File: src/rtl/fsm_pkg.sv
// Shared constants for the input conditioner: pattern width,
// bit positions of i1..i4 and default timing parameters.
package fsm_pkg;

    localparam int PAT_W = 4;

    localparam int IDX_I1 = 0;
    localparam int IDX_I2 = 1;
    localparam int IDX_I3 = 2;
    localparam int IDX_I4 = 3;

    localparam int DEF_SYNC_STAGES     = 2;
    localparam int DEF_DEBOUNCE_CYCLES = 4;

    // Debounce counter width, enough for up to 255 cycles
    localparam int CNT_W = 8;

endpackage

File: src/rtl/debounce_bit.sv
// One raw input: synchronizer chain, debounced stable level and
// a single-cycle pulse when a mismatch run dies before acceptance.
module debounce_bit
    import fsm_pkg::*;
#(
    parameter int SYNC_STAGES     = DEF_SYNC_STAGES,
    parameter int DEBOUNCE_CYCLES = DEF_DEBOUNCE_CYCLES
) (
    input  logic clk,
    input  logic reset,
    input  logic raw_i,
    output logic level_o,
    output logic glitch_o
);

    localparam logic [CNT_W-1:0] CNT_LAST = CNT_W'(DEBOUNCE_CYCLES - 1);

    logic [SYNC_STAGES-1:0] sync_q;
    logic                   s;
    logic                   level_q, level_d;
    logic [CNT_W-1:0]       cnt_q, cnt_d;

    assign s       = sync_q[SYNC_STAGES-1];
    assign level_o = level_q;

    // Synchronizer shift chain plus debounce state registers
    always_ff @(posedge clk or posedge reset) begin
        if (reset) begin
            sync_q  <= '0;
            level_q <= 1'b0;
            cnt_q   <= '0;
        end else begin
            sync_q  <= {sync_q[SYNC_STAGES-2:0], raw_i};
            level_q <= level_d;
            cnt_q   <= cnt_d;
        end
    end

    // Count mismatch cycles; accept on the last one, flag a glitch on early return
    always_comb begin
        level_d  = level_q;
        cnt_d    = '0;
        glitch_o = 1'b0;
        if (s != level_q) begin
            if (cnt_q == CNT_LAST) begin
                level_d = s;
            end else begin
                cnt_d = cnt_q + CNT_W'(1);
            end
        end else begin
            glitch_o = (cnt_q != '0);
        end
    end

endmodule

File: src/rtl/input_conditioner.sv
// Conditions four raw inputs into a registered pattern with a
// valid/ready handshake. INPUT_CONDITIONER_GLITCH_CNT_EN enables glitch_cnt.
module input_conditioner
    import fsm_pkg::*;
#(
    parameter int SYNC_STAGES     = DEF_SYNC_STAGES,
    parameter int DEBOUNCE_CYCLES = DEF_DEBOUNCE_CYCLES
) (
    input  logic             clk,
    input  logic             reset,
    input  logic             i1,
    input  logic             i2,
    input  logic             i3,
    input  logic             i4,
    output logic [PAT_W-1:0] pat,
    output logic             pat_valid,
    input  logic             pat_ready,
    output logic             overrun,
    output logic [15:0]      glitch_cnt
);

    logic [PAT_W-1:0] raw;
    logic [PAT_W-1:0] level;
    logic [PAT_W-1:0] glitch;

    logic [PAT_W-1:0] pat_q, pat_d;
    logic             valid_q, valid_d;
    logic             ovr_q, ovr_d;

    assign raw[IDX_I1] = i1;
    assign raw[IDX_I2] = i2;
    assign raw[IDX_I3] = i3;
    assign raw[IDX_I4] = i4;

    for (genvar g = 0; g < PAT_W; g++) begin : g_bit
        debounce_bit #(
            .SYNC_STAGES    (SYNC_STAGES),
            .DEBOUNCE_CYCLES(DEBOUNCE_CYCLES)
        ) u_db (
            .clk     (clk),
            .reset   (reset),
            .raw_i   (raw[g]),
            .level_o (level[g]),
            .glitch_o(glitch[g])
        );
    end

    assign pat       = pat_q;
    assign pat_valid = valid_q;
    assign overrun   = ovr_q;

    // Pattern register, pending flag and sticky overrun
    always_ff @(posedge clk or posedge reset) begin
        if (reset) begin
            pat_q   <= '0;
            valid_q <= 1'b0;
            ovr_q   <= 1'b0;
        end else begin
            pat_q   <= pat_d;
            valid_q <= valid_d;
            ovr_q   <= ovr_d;
        end
    end

    // A new debounced vector wins over a handshake on the same edge
    always_comb begin
        pat_d   = pat_q;
        valid_d = valid_q;
        ovr_d   = ovr_q;
        if (level != pat_q) begin
            pat_d   = level;
            valid_d = 1'b1;
            if (valid_q && !pat_ready) begin
                ovr_d = 1'b1;
            end
        end else if (valid_q && pat_ready) begin
            valid_d = 1'b0;
        end
    end

`ifdef INPUT_CONDITIONER_GLITCH_CNT_EN
    logic [15:0] gcnt_q, gcnt_d;
    logic [2:0]  gsum;
    logic [16:0] gacc;

    // Saturating sum of this cycle's glitch pulses across all bits
    always_comb begin
        gsum = 3'(glitch[0]) + 3'(glitch[1])
             + 3'(glitch[2]) + 3'(glitch[3]);
        gacc = {1'b0, gcnt_q} + 17'(gsum);
        gcnt_d = gacc[16] ? 16'hFFFF : gacc[15:0];
    end

    // Glitch counter register
    always_ff @(posedge clk or posedge reset) begin
        if (reset) begin
            gcnt_q <= '0;
        end else begin
            gcnt_q <= gcnt_d;
        end
    end

    assign glitch_cnt = gcnt_q;
`else
    logic unused_glitch;
    assign unused_glitch = ^glitch;
    assign glitch_cnt    = 16'h0000;
`endif

endmodule

File: config.mk
export PLATFORM = sky130hd
export DESIGN_NAME = input_conditioner
export DESIGN_NICKNAME = d
export VERILOG_FILES = /design/src/rtl/fsm_pkg.sv /design/src/rtl/debounce_bit.sv /design/src/rtl/input_conditioner.sv
export SDC_FILE = /design/constraint.sdc
export NUM_CORES = 1
export LEC_CHECK = 0
export CAP_MARGIN = 15
export CORE_ASPECT_RATIO = 0.8
export CORE_UTILIZATION = 54
export DETAILED_ROUTE_END_ITERATION = 7
export MAX_ROUTING_LAYER = met4
export PLACE_DENSITY = 0.76
export SYNTH_ARGS = -nofsm -noshare
export SYNTH_HDL_FRONTEND = slang
export SYNTH_SLANG_ARGS = --single-unit
File: constraint.sdc
create_clock -name clk -period 2.2 [get_ports clk]
set_input_delay 0.66 -clock clk [delete_from_list [all_inputs] [get_ports clk]]
set_output_delay 0.66 -clock clk [all_outputs]
set_load 0.03 [all_outputs]
==> impl_metrics.ini, run 1 <==
[synthesis]
syn_area_um2 = 2293
ys_types = 25
syn_area_per_cell_um2 = 10.92
ys_seq_area_frac = 0.5456
yosysTopAreaCell = dfrtp_1
yosys-top-cells-area = dfrtp_1, buf_4, xnor2_1
synth.top_cell.area_share = 0.5456
synth_cells = 210
synth-warning-count = 0
ys_seq_elements = 50

[clocking]
cts_buffers = 5
insertion_delay_ns = 0.30
cts_resized = 0
clkTransAtPathRegs_ns = 0.09
cts_root_buffer = clkbuf_8
tritoncts = done
cts_setup_buffers = 0
cts_buffer_depth = 2
h-tree-depth = 2
clkSinkCount = 50
cts_hold_buf = 0

[drt]
wl_per_cell_um = 12.04
ant_nets = 0
num_vias = 1460
vias_per_cell = 5.214
drtIter0Drc = 120
drc = 0
drtPass1Iterations = 4
routed_wl_um = 3370

[worst_setup_path]
ff2ff_setup_slack_ns = 0.47
worstPathRequired_ns = 1.54
reg2reg_depth = 4
arrival_ns = 1.34
critPathMaxFanout = 3
critPathCaptureType = primary output
slowest_delay_ns = 0.67
reg2reg_to = g_bit[1].u_db.level_o
r2r_start = g_bit[1].u_db.cnt_q[0]
path_buf_inv = 1
cp_cell_sequence = clkdlybuf4s50_1
critical_path_class = reg2out
critPathLaunch = pat_valid
crit_slowest_cell = clkdlybuf4s50_1
critPathTopFamily = buffers and inverters
cp-start-kind = flop

[power_and_ir_drop]
peakVddDrop_mv = 0.5080
seqPwrFrac = 0.504
p_int_mw = 1.639
power.leakage_nw = 1.087
p_clk_frac = 0.200
netSwitchingFraction = 0.3608
power.density_nw_per_um2 = 1025
power_mw = 2.565
power_frac_comb = 0.296
switchingPower_mw = 0.9256

[die]
die_area_um2 = 4513
fp.dieW_um = 74.86
pin_count = 29
core_area_um2 = 3929
start_util = 0.5838
die_h_um = 60.29
fp-row-count = 20

[run_status]
outcome = finished, final reports clean

[finish]
fin_nets = 239
fin_area_um2 = 2502
area.growth.synth_to_final_pct = 9.111
diodes = 0
drive_gt1_frac = 0.07111

[grt]
antenna_found_initial = 0
grt_use_total = 0.1886
grt_pass1_vias = 1333
grt_pass1_wl_um = 5989
grt_remaining_overflow = 0
grt_max_degree = 51

[sta]
fmax_mhz = 500.2
fin_tns_setup_ns = 0
rsz0062_at_grt = false
setup_viol = 0
skew_ns = 0.008143
finalHoldViolations = 0
fin_crit_sh = 0.9086
fin_ws_ns = 0.2010
drv_slew = 0
finalWorstPathRequiredPeriod_ns = 1.999

[hold_path]
hold_path_class = reg2reg
hold_end = g_bit[3].u_db.sync_q[1]
holdPathStages = 0
hp-start = g_bit[3].u_db.sync_q[0]

[placement]
dp_slack_ns = 0.4749
hpwl_um = 2393
place_area_um2 = 2416
place.port_buffers = 12
gp_congestion = 0.7790

[job]
cap_violations = 0
==> layer usage <==
metal | share of wire | wire, µm | global-route usage
met5 | 0 | 0 | -
met4 | 0.012 | 42 | 0.06469
met3 | 0.034 | 114 | 0.05396
met2 | 0.46 | 1554 | 0.2767
met1 | 0.49 | 1658 | 0.2519
==> worst reg2reg max path, cell delays in order (launching register included) <==
cell and delay (ns):
dfrtp_1 0.43, ha_1 0.18, or4b_4 0.49, nor4_2 0.18
mux2_1 0.34
==> power by group through the flow <==
stage	Clock (mW)	Combinational, mW	Sequential, mW
detailed placement	0	0.763	1.31
global placement	0	0.762	1.30
global route	0.574	0.853	1.33
CTS	0.538	0.771	1.29
floorplan	0	0.530	1.35
finish	0.512	0.760	1.29
==> cell usage after synthesis (all sizes together) <==
cell type / instances
inv: 8
and2: 2
o41ai: 1
a31o: 1
nor4b: 3
nor4: 1
or3: 12
buf: 17
a21o: 4
clkbuf: 4
nand3: 15
mux2: 4
dfrtp: 50
nand4: 5
o21ai: 12
nor2: 18
a21oi: 12
ha: 8
or4b: 1
nand2: 8
xnor2: 12
conb: 1
nor3: 3
xor2: 8
==> worst max path at each step <==
| stage | end | cells past startpoint |
|---|---|---|
| 3_5_place_dp | g_bit[1].u_db.level_o | 4 |
| 6_report | pat_valid | 1 |
| 4_1_cts | pat[1] | 1 |
| 2_1_floorplan | g_bit[0].u_db.cnt_q[0] | 1 |
| 3_3_place_gp | g_bit[1].u_db.level_o | 4 |
| 5_1_grt | pat[0] | 1 |
==> cell type report <==
| class | count | area, µm² |
|---|---|---|
| inverter | 8 | 30.03 |
| clock inverter | 2 | 13.76 |
| tap | 55 | 68.82 |
| fill | 330 | 1426 |
| clock buffer | 6 | 72.57 |
| timing repair buffer | 13 | 140.1 |
| multi-input combinational | 146 | 925.9 |
| sequential | 50 | 1251 |
==> cell families after synthesis <==
family                   synth area share
adder cells (fa/ha/maj)           0.04365
AND/OR/NAND/NOR                    0.1566
multiplexers                      0.01964
buffers and inverters             0.07528
other                            0.001635
flip-flops                         0.5456
XOR/XNOR                          0.07638
AO/OA/AOI/OAI                     0.08129
==> layout by cell type (no fill, tap or decap), types with 12 or more instances in the layout <==
cell | synthesis | final
nand3_1 | 15 | 15
clkdlybuf4s50_1 | 0 | 12
a21oi_1 | 12 | 12
or3_1 | 12 | 12
dfrtp_1 | 50 | 50
conb_1 | 1 | 16
xnor2_1 | 12 | 12
nor2_1 | 18 | 18
o21ai_0 | 12 | 12
==> flip-flops by register name, summed over array words and instances (netlist names) <==
signal and count:
g_bit.u_db.cnt_q 32, g_bit.u_db.level_o 4, g_bit.u_db.sync_q 8, overrun 1
pat 4, pat_valid 1
==> stage by stage <==
step,instances,utilization,hold WS [ns]
final,280,0.6369,0.3520
after global routing,280,0.6369,0.3661
after CTS,280,0.6369,0.3539
after detailed placement,272,0.6150,0.3347
after global placement,272,0.6150,0.3321
after floorplan,225,-,0.3312
Note: power is estimated with default switching activity, not from simulation.
==> run 2, diff against run 1 <==
- CORE_UTILIZATION: 54 -> 35
- PLACE_DENSITY: 0.76 -> 0.53
==> run 2 against run 1 <==
  * Register-to-register slack got worse by 0.02 ns
  * Clock skew up 0.00090 ns
  * Critical path depth stayed put
  * First-iteration DRC count decreased by 67%
  * Sequential cell count did not move
  * Final cell count is 8.9% higher
  * Sequential power about the same
  * Core utilization down 22 points
  * Largest power group unchanged
==> impl_metrics.ini, run 2 (same netlist as run 1, synthesis figures left out) <==
[clocking]
cts_buffers = 5
clkTransAtPathRegs_ns = 0.09
cts_resized = 0
insertion_delay_ns = 0.30
h-tree-depth = 2
cts_setup_buffers = 0
cts_hold_buf = 0
tritoncts = done
cts_buffer_depth = 2
clkSinkCount = 50
cts_root_buffer = clkbuf_8

[drt]
ant_nets = 0
drtPass1Iterations = 4
routed_wl_um = 3553
drtIter0Drc = 40
drc = 0
vias_per_cell = 4.580
num_vias = 1397
wl_per_cell_um = 11.65

[worst_setup_path]
slowest_delay_ns = 0.67
critPathMaxFanout = 2
path_buf_inv = 1
critPathCaptureType = primary output
arrival_ns = 1.35
cp-start-kind = flop
critical_path_class = reg2out
crit_slowest_cell = clkdlybuf4s50_1
critPathTopFamily = buffers and inverters
cp_cell_sequence = clkdlybuf4s50_1
worstPathRequired_ns = 1.54

[placement]
hpwl_um = 2454
dp_slack_ns = 0.4482
place.port_buffers = 12
gp_congestion = 0.7729

[grt]
grt-busiest-layer = met2
antenna_found_initial = 0
grt_pass1_vias = 1336
grt_use_met2 = 0.1753
grt_pass1_wl_um = 6258
grt_remaining_overflow = 0
gr-usage-met3 = 0.03067
grt_max_degree = 51
grtUsageMet1 = 0.1670
grt_use_total = 0.1238

[sta]
fin_ws_ns = 0.1871
whs_ns = 0.3534
finalHoldViolations = 0
skew_ns = 0.009040
drv_slew = 0
setup_viol = 0
fin_tns_setup_ns = 0
fmax_mhz = 496.8
finalWorstPathRequiredPeriod_ns = 2.013
rsz0062_at_grt = false
fin_crit_sh = 0.9150

[hold_path]
hold_path_class = reg2reg

[power_and_ir_drop]
power_mw = 2.693
power.density_nw_per_um2 = 1054
power.leakage_nw = 1.096
peakVddDrop_mv = 0.3600

[die]
fp.dieW_um = 92.51
die_area_um2 = 6882
die_h_um = 74.40
fp-row-count = 25
pin_count = 29
start_util = 0.3760
core_area_um2 = 6100

[finish]
drive_gt1_frac = 0.07143
top_regs = g_bit.u_db.cnt_q (32), g_bit.u_db.sync_q (8)
layout_commonest_cell = dfrtp_1
diodes = 0
area.growth.synth_to_final_pct = 11.46
largest_reg_flops = 32
fin_nets = 239
layout_common_cells = dfrtp_1, nor2_1, conb_1, nand3_1
largest_register = g_bit.u_db.cnt_q

[run_status]
outcome = finished, final reports clean

[job]
cap_violations = 0
==> run 2: cell count changes in the layout (fill, tap and decap cells not counted), sizes merged <==
| cell | before | now |
|---|---|---|
| clkinv | 2 | 1 |
| bufinv | 0 | 1 |
| clkbuf | 6 | 5 |
==> run 2: report_power, final <==
| group | internal (mW) | total, mW | leakage, nW | switching [mW] |
|---|---|---|---|---|
| Combinational | 0.328 | 0.759 | 0.397 | 0.431 |
| Sequential | 1.09 | 1.29 | 0.645 | 0.206 |
| Clock | 0.335 | 0.641 | 0.0542 | 0.307 |
| Total | 1.75 | 2.69 | 1.10 | 0.944 |
==> run 2: metrics by stage <==
step	area [µm²]	cells	util
final	2556	305	0.4191
after global routing	2556	305	0.4191
after CTS	2556	305	0.4191
after detailed placement	2449	298	0.4014
after global placement	2449	298	0.4014
after floorplan	2350	225	-
==> run 2: worst paths after layout <==
| kind | from | to | slack (ns) | cells after the start |
|---|---|---|---|---|
| worst max-delay path | pat[1] | pat[1] | 0.19 | 1 |
| worst min-delay path | g_bit[2].u_db.sync_q[0] | g_bit[2].u_db.sync_q[1] | 0.35 | 0 |
| worst max register to register | g_bit[1].u_db.cnt_q[0] | g_bit[1].u_db.cnt_q[2] | 0.45 | 4 |
| worst min register to register | g_bit[2].u_db.sync_q[0] | g_bit[2].u_db.sync_q[1] | 0.35 | 0 |
| max in group asynchronous | reset | g_bit[3].u_db.cnt_q[1] | 1.27 | 3 |
| min in group asynchronous | reset | g_bit[0].u_db.level_o | 0.70 | 3 |
==> run 2: final cells by class <==
type	count	area (µm²)
clock buffer	5	68.82
clock inverter	2	38.79
fill	604	3543
inverter	8	30.03
multi-input combinational	146	925.9
sequential	50	1251
tap	81	101.3
timing repair buffer	13	140.1
==> run 2: layer usage <==
| layer | wire, µm | vias up | part of all wire |
|---|---|---|---|
| met5 | 0 | - | 0 |
| met4 | 58 | 0 | 0.016 |
| met3 | 124 | 5 | 0.035 |
| met2 | 1494 | 26 | 0.42 |
| met1 | 1876 | 655 | 0.53 |
| li1 | - | 711 | - |
==> run 3, diff against run 2 <==
- CTS_BUF_LIST: not set -> sky130_fd_sc_hd__clkbuf_8
==> results of run 3 <==
Same layout as run 2: the final DEF is identical, and so are final timing and power.
